### src/rtl/fifo_sync_flags.sv
// fifo_sync_flags: single-clock FIFO with arbitrary depth, occupancy count,
// almost-full/almost-empty thresholds, sticky overflow/underflow flags and
// synchronous flush.
// Build option: define FIFO_SYNC_FWFT_EN for first-word-fall-through reads;
// otherwise rdata is registered with one cycle of latency and holds its value.
module fifo_sync_flags #(
  parameter int MEMORY_WIDTH  = 8,
  parameter int MEMORY_DEPTH  = 16,
  parameter int ADDRESS_SIZE  = 4,
  parameter int AFULL_THRESH  = 12,
  parameter int AEMPTY_THRESH = 2
) (
  input  logic                    clk,
  input  logic                    rst,
  input  logic                    flush,
  input  logic                    clr_err,
  input  logic                    w_en,
  input  logic [MEMORY_WIDTH-1:0] wdata,
  input  logic                    r_en,
  output logic [MEMORY_WIDTH-1:0] rdata,
  output logic                    full,
  output logic                    empty,
  output logic                    almost_full,
  output logic                    almost_empty,
  output logic [ADDRESS_SIZE:0]   count,
  output logic                    overflow,
  output logic                    underflow
);

  localparam logic [ADDRESS_SIZE:0]   L_DEPTH  = (ADDRESS_SIZE+1)'(MEMORY_DEPTH);
  localparam logic [ADDRESS_SIZE:0]   L_AFULL  = (ADDRESS_SIZE+1)'(AFULL_THRESH);
  localparam logic [ADDRESS_SIZE:0]   L_AEMPTY = (ADDRESS_SIZE+1)'(AEMPTY_THRESH);
  localparam logic [ADDRESS_SIZE-1:0] L_LAST   = ADDRESS_SIZE'(MEMORY_DEPTH - 1);

  logic [MEMORY_WIDTH-1:0] r_mem [0:MEMORY_DEPTH-1];
  logic [ADDRESS_SIZE-1:0] r_wptr;
  logic [ADDRESS_SIZE-1:0] r_rptr;
  logic [ADDRESS_SIZE:0]   r_count;
  logic                    r_overflow;
  logic                    r_underflow;

  logic w_full;
  logic w_empty;
  logic w_rd_ok;
  logic w_wr_ok;
  logic w_ovf_set;
  logic w_udf_set;

  // Pointers wrap at the last real entry, not at the power-of-two boundary.
  function automatic logic [ADDRESS_SIZE-1:0] f_next(input logic [ADDRESS_SIZE-1:0] p);
    if (p == L_LAST) return '0;
    return p + ADDRESS_SIZE'(1);
  endfunction

  // Status decode and accept logic; flush suppresses both accepts and errors.
  always_comb begin
    w_full    = (r_count == L_DEPTH);
    w_empty   = (r_count == '0);
    w_rd_ok   = r_en && !w_empty && !flush;
    w_wr_ok   = w_en && (!w_full || w_rd_ok) && !flush;
    w_ovf_set = w_en && !w_wr_ok && !flush;
    w_udf_set = r_en && !w_rd_ok && !flush;
  end

  // Storage array; deliberately not reset.
  always_ff @(posedge clk) begin
    if (w_wr_ok) r_mem[r_wptr] <= wdata;
  end

  // Pointer and occupancy registers.
  always_ff @(posedge clk or negedge rst) begin
    if (!rst) begin
      r_wptr  <= '0;
      r_rptr  <= '0;
      r_count <= '0;
    end else if (flush) begin
      r_wptr  <= '0;
      r_rptr  <= '0;
      r_count <= '0;
    end else begin
      if (w_wr_ok) r_wptr <= f_next(r_wptr);
      if (w_rd_ok) r_rptr <= f_next(r_rptr);
      case ({w_wr_ok, w_rd_ok})
        2'b10:   r_count <= r_count + 1'b1;
        2'b01:   r_count <= r_count - 1'b1;
        default: r_count <= r_count;
      endcase
    end
  end

  // Sticky error flags; a new error wins over clr_err in the same cycle.
  always_ff @(posedge clk or negedge rst) begin
    if (!rst) begin
      r_overflow  <= 1'b0;
      r_underflow <= 1'b0;
    end else begin
      if (w_ovf_set)    r_overflow <= 1'b1;
      else if (clr_err) r_overflow <= 1'b0;
      if (w_udf_set)    r_underflow <= 1'b1;
      else if (clr_err) r_underflow <= 1'b0;
    end
  end

`ifdef FIFO_SYNC_FWFT_EN
  // Head of queue is always visible; meaningless while empty.
  assign rdata = r_mem[r_rptr];
`else
  logic [MEMORY_WIDTH-1:0] r_rdata;

  // Registered read; old entry is captured even when a write hits the same slot.
  always_ff @(posedge clk or negedge rst) begin
    if (!rst)         r_rdata <= '0;
    else if (w_rd_ok) r_rdata <= r_mem[r_rptr];
  end

  assign rdata = r_rdata;
`endif

  assign full         = w_full;
  assign empty        = w_empty;
  assign almost_full  = (r_count >= L_AFULL);
  assign almost_empty = (r_count <= L_AEMPTY);
  assign count        = r_count;
  assign overflow     = r_overflow;
  assign underflow    = r_underflow;

endmodule

### config.mk
export PLATFORM = sky130hd
export DESIGN_NAME = fifo_sync_flags
export DESIGN_NICKNAME = d
export VERILOG_FILES = /design/src/rtl/fifo_sync_flags.sv
export SDC_FILE = /design/constraint.sdc
export NUM_CORES = 1
export LEC_CHECK = 0
export CORE_MARGIN = 8
export CORE_UTILIZATION = 35
export DETAILED_ROUTE_END_ITERATION = 6
export PLACE_DENSITY = 0.63
export SLEW_MARGIN = 15
export SYNTH_ARGS = -nofsm -noshare
export SYNTH_HDL_FRONTEND = slang
export SYNTH_SLANG_ARGS = --single-unit
### constraint.sdc
create_clock -name clk -period 3.7 [get_ports clk]
set_clock_uncertainty 0.2 [all_clocks]
set_input_delay 0.74 -clock clk [delete_from_list [all_inputs] [get_ports clk]]
set_output_delay 0.74 -clock clk [all_outputs]
set_load 0.05 [all_outputs]
==> results of run 1 <==
-- stage by stage --
step	setup slack, ns	cell area, um^2	hold slack (ns)
floorplan	0.160	6260	0.244
finish	0.268	7560	0.307
global placement	0.357	7000	0.293
CTS	0.240	7560	0.313
detailed placement	0.288	7000	0.300
global route	0.119	7560	0.328
-- final cells by class --
cell class / instances / area, um^2 / area share [%]
repair buffers: 62 / 546 / 7.21
flip-flops and latches: 151 / 4420 / 58.5
inverters: 10 / 37.5 / 0.496
clock buffers: 18 / 429 / 5.68
well taps: 229 / 287 / 3.79
clock inverters: 14 / 133 / 1.75
multi-input cells: 169 / 1710 / 22.6
-- where the power goes --
part	switching, mW	internal [mW]	leakage [nW]
clock	0.639	0.984	0.273
combinational	0.662	0.458	0.814
sequential	0.162	1.93	1.45
-- cells in the mapped netlist, drive strengths merged, types with 2 or more instances --
cell,n
or3,2
a21oi,11
a311o,2
edfxtp,128
mux2i,17
xor2,4
o32ai,2
nor2,21
o221ai,8
mux2,2
nor3,4
or2,2
or4,3
mux4,32
nand2,22
nand3,6
nand2b,5
a21o,4
clkbuf,11
buf,9
ha,8
o21ai,3
dfrtp,23
inv,10
-- worst reg2reg max path: cells and delay by family, from the launching register on --
family	cells	cell delay, ns
flip-flops	1	0.47
adder cells (fa/ha/maj)	1	0.32
AND/OR/NAND/NOR	6	1.49
AO/OA/AOI/OAI	3	0.40
buffers and inverters	2	0.18
-- routing by layer --
layer,GRT usage [%],up-vias,part of all wire (%)
met5,0,-,0
met4,4.50,0,1.3
met3,3.27,11,6.8
met2,20.5,112,51
met1,14.7,1716,41
li1,-,1499,-
-- sequential cells by signal, indices dropped and copies added, names as in the netlist --
signal,cells
underflow,1
r_mem,128
overflow,1
rdata,8
r_wptr,4
count,5
r_rptr,4
-- path summary, 6_finish.rpt --
check / endpoint / slack (ns) / cells after the start
min reg2reg: rdata[6] / 0.31 / 2
max in group asynchronous: r_rptr[1] / 2.52 / 2
max reg2reg: count[4] / 0.56 / 12
min: rdata[6] / 0.31 / 2
min in group asynchronous: count[2] / 0.50 / 2
max: empty / 0.27 / 4
-- cell families (layout without fill, tap and decap cells) --
kind of cell / after synthesis / in the layout / share of synthesized area, %
AO/OA/AOI/OAI: 35 / 35 / 4.84
XOR/XNOR: 5 / 5 / 0.699
adder cells (fa/ha/maj): 9 / 9 / 1.92
buffers and inverters: 30 / 104 / 2.16
flip-flops: 151 / 151 / 70.6
multiplexers: 51 / 51 / 14.6
AND/OR/NAND/NOR: 69 / 69 / 5.23
==> flow_metrics.tcl, run 1 <==
set metrics [dict create \
    status "completed" \
    num-fill-cells 1561 \
    areaGrowthSynthToFinish_pct 20.7 \
    drv_cap 0 \
    first_global_vias 3590 \
    layout_commonest_cell "edfxtp_1" \
    path_cells "nor4_2, nand2b_2, inv_2, clkdlybuf4s50_1" \
    seq_area_frac_synth_pct 70.6 \
    tightest_slew_ns 1.13 \
    wire_per_inst_um 19.5 \
    crit_arrival_ns 2.49 \
    clkTransAtPathRegs_ns 0.06 \
    grt.total_usage_pct 12.2 \
    diodes 0 \
    num_rows 49 \
    fin_crit_sh_pct 92.8 \
    syn_area_per_cell_um2 17.9 \
    grt_max_degree 28 \
    antenna_found_initial 0 \
    cp.required_ns 2.76 \
    routed_wl_um 12700 \
    final_util_pct 42.5 \
    startpoint "count[0]" \
    overflow 0 \
    netlist_area_um2 6260 \
    syn_inst 350 \
    hold_buffers 0 \
    end_kind "primary output" \
    crit_type "register to primary output" \
    cts_tree "yes" \
    synth_ff_type "edfxtp_1" \
    critPathBufInv 2 \
    dpl.hpwl_um 8540 \
    hold_path.class "register to register" \
    maxSlewViolCount 0 \
    die_y_um 150 \
    pin_count 33 \
    async_flop_share_pct 15.2 \
    rsz0062_at_grt "false" \
    synth.distinct_cells 39 \
    powerDensity_nw_per_um2 640 \
    finalPower_mw 4.84 \
    synth.top_cells.by_area "edfxtp_1 61%, mux4_2 12%, dfrtp_1 9.2%" \
    syn_nets 373 \
    place.gp.congestion 0.780 \
    htreeDepth 4 \
    clock_latency_ns 0.41 \
    setup_viol 0 \
    via_per_inst 5.11 \
    cts_made_buffers 17 \
    cts_buffer_depth 2 \
    peakVddDrop_uv 596 \
    worstHoldStart "rdata[6]" \
    initial_core_util_pct 35.2 \
    grt_pass1_wl_um 20200 \
    final_nets 434 \
    layout_common_cells "128 x edfxtp_1, 32 x mux4_2, 32 x clkdlybuf4s50_1" \
    fin_tns_setup_ns 0 \
    rr_startpoint "count[0]" \
    fin_crit_ns 3.43 \
    critPathSlowestCell "clkdlybuf4s50_1" \
    p_leak_nw 2.54 \
    max_freq_ghz 0.291 \
    hold_viol 0 \
    num_vias 3338 \
    drt_iter0_drc 214 \
    synth_edf_count 128 \
    antenna_left 0 \
    slew_headroom_pct 24.7 \
    die_w_um 150 \
    cts-resized-gates 0 \
    drive_above_1_share_pct 24.3 \
    die-area_um2 22400 \
    cts_setup_buffers 0 \
    ys_warn_count 0 \
    yosys_register_bits 151 \
    crit_family "buffers and inverters" \
    clockRootBuffer "clkbuf_16" \
    cts_sinks 151 \
    max_stage_delay_ns 0.80 \
    portBuffers 32 \
    startpoint_type "register" \
    yosysTopAreaCell "edfxtp_1" \
    finalNonFillerCells 653 \
    cp_max_fo 7 \
    drc 0 \
    synth_top_area_share_pct 61.4 \
    dp.cells 621 \
    coreArea_um2 17800 \
    firstDrtPassIters 4 \
]
Power figures use the tool's default switching activity.
==> inputs of run 2 (changes only) <==
--- a/config.mk
+++ b/config.mk
@@ -6,9 +6,9 @@
 export NUM_CORES = 1
 export LEC_CHECK = 0
 export CORE_MARGIN = 8
-export CORE_UTILIZATION = 35
+export CORE_UTILIZATION = 28
 export DETAILED_ROUTE_END_ITERATION = 6
-export PLACE_DENSITY = 0.63
+export PLACE_DENSITY = 0.55
 export SLEW_MARGIN = 15
 export SYNTH_ARGS = -nofsm -noshare
 export SYNTH_HDL_FRONTEND = slang
==> run 2 against run 1 <==
Wire length rose by 6.0%. Clock power rose by 9%. Critical path depth did not move. Sequential share of layout area fell by 0.43 points. Count of clock-buffer cells in the layout did not move. Non-clock buffer count fell by 6. Flip-flop and latch count did not move. Global-route usage fell by 1.6 points. Critical path type unchanged.
==> flow_metrics.tcl, run 2 (synthesized netlist as in run 1, its figures left out) <==
set metrics [dict create \
    first_global_vias 3453 \
    maxSlewViolCount 0 \
    cts-resized-gates 0 \
    crit_type "register to primary output" \
    p_leak_nw 2.53 \
    routed_wl_um 13500 \
    largest_reg_flops 128 \
    drv_cap 0 \
    portBuffers 32 \
    regMostFlops "r_mem" \
    reg2reg_depth 12 \
    clockRootBuffer "clkbuf_16" \
    worstHoldEndpoint "rdata[0]" \
    max_freq_ghz 0.288 \
    coreArea_um2 21900 \
    setup_slack_ns 0.230 \
    drt_iter0_drc 177 \
    place.gp.congestion 0.773 \
    wire_per_inst_um 19.3 \
    r2r-end "count[4]" \
    cp_max_fo 7 \
    peakVddDrop_uv 357 \
    antenna_left 0 \
    fin_crit_ns 3.47 \
    grt_max_degree 37 \
    slew_headroom_pct 32.8 \
    clkTransAtPathRegs_ns 0.06 \
    die-area_um2 27400 \
    grt_pass1_wl_um 20800 \
    cts_setup_buffers 0 \
    end_kind "primary output" \
    finalPower_mw 4.97 \
    cts_sinks 151 \
    hold_path.class "register to register" \
    reg2reg_slack_ns 0.49 \
    layout_commonest_cell "edfxtp_1" \
    top_usage_layer "met2" \
    status "completed" \
    fin_tns_setup_ns 0 \
    setup_viol 0 \
    num_vias 3283 \
    drive_above_1_share_pct 23.4 \
    firstDrtPassIters 4 \
    drc 0 \
    tightest_slew_ns 1.01 \
    cts_made_buffers 17 \
    cp.required_ns 2.76 \
    fin_crit_sh_pct 93.8 \
    grt_util_met1_pct 13.1 \
    crit_arrival_ns 2.53 \
    hold_buffers 0 \
    dpl.hpwl_um 8510 \
    powerDensity_nw_per_um2 653 \
    cts_buffer_depth 2 \
    finalNonFillerCells 698 \
    pin_count 33 \
    overflow 0 \
    grt.total_usage_pct 10.5 \
    num_rows 54 \
    dp.cells 666 \
    grtUsageMet2_pct 17.2 \
    via_per_inst 4.70 \
    use_met3_pct 2.40 \
    antenna_found_initial 0 \
    die_w_um 166 \
    final_nets 428 \
    min_path_cells 2 \
    initial_core_util_pct 28.6 \
    layout_common_cells "128 x edfxtp_1, 32 x mux4_2, 32 x clkdlybuf4s50_1" \
    startpoint_type "register" \
    htreeDepth 4 \
    rsz0062_at_grt "false" \
    cts_tree "yes" \
    diodes 0 \
    die_y_um 166 \
    clock_latency_ns 0.43 \
    areaGrowthSynthToFinish_pct 21.6 \
    worstHoldStart "rdata[0]" \
    rr_startpoint "count[1]" \
    hold_viol 0 \
    preCtsSetupSlack_ns 0.190 \
]
[run 2: where the power goes]
| group | switching, mW | total, mW | internal, mW |
|---|---|---|---|
| Sequential | 0.119 | 2.05 | 1.93 |
| Clock | 0.691 | 1.76 | 1.07 |
| Combinational | 0.712 | 1.16 | 0.450 |
[run 2: routing by layer]
layer,wire length (um),up-vias
met2,6680,61
li1,-,1492
met4,236,0
met1,6120,1712
met3,437,18
met5,0,-
[run 2: stage by stage]
step / hold WS (ns) / util (%) / instance area [um^2]
floorplan: 0.244 / - / 6260
global placement: 0.281 / 32.1 / 7020
detailed placement: 0.284 / 32.1 / 7020
CTS: 0.298 / 34.8 / 7620
global route: 0.328 / 34.8 / 7620
finish: 0.291 / 34.8 / 7620
[run 2: layout make-up]
class	count	area [um^2]
multi-input combinational	169	1710
fill	2079	14300
clock buffer	18	429
sequential	151	4420
timing repair buffer	56	500
inverter	10	37.5
clock inverter	14	170
tap	280	350
[run 2: how the worst max path moves through the flow]
stage,from,endpoint,slack [ns],cells after the start
after floorplan,count[4],almost_empty,0.16,2
after global placement,r_en,count[4],0.29,10
after detailed placement,r_en,count[4],0.19,10
after CTS,count[1],empty,0.21,4
after global routing,count[1],empty,0.09,4
final,count[1],empty,0.23,4
[run 2: worst max-delay path, cell delays in order (launching register included)]
cell             delay, ns
dfrtp_1               0.46
nor4_2                0.52
nand2b_2              0.23
inv_2                 0.10
clkdlybuf4s50_1       0.80
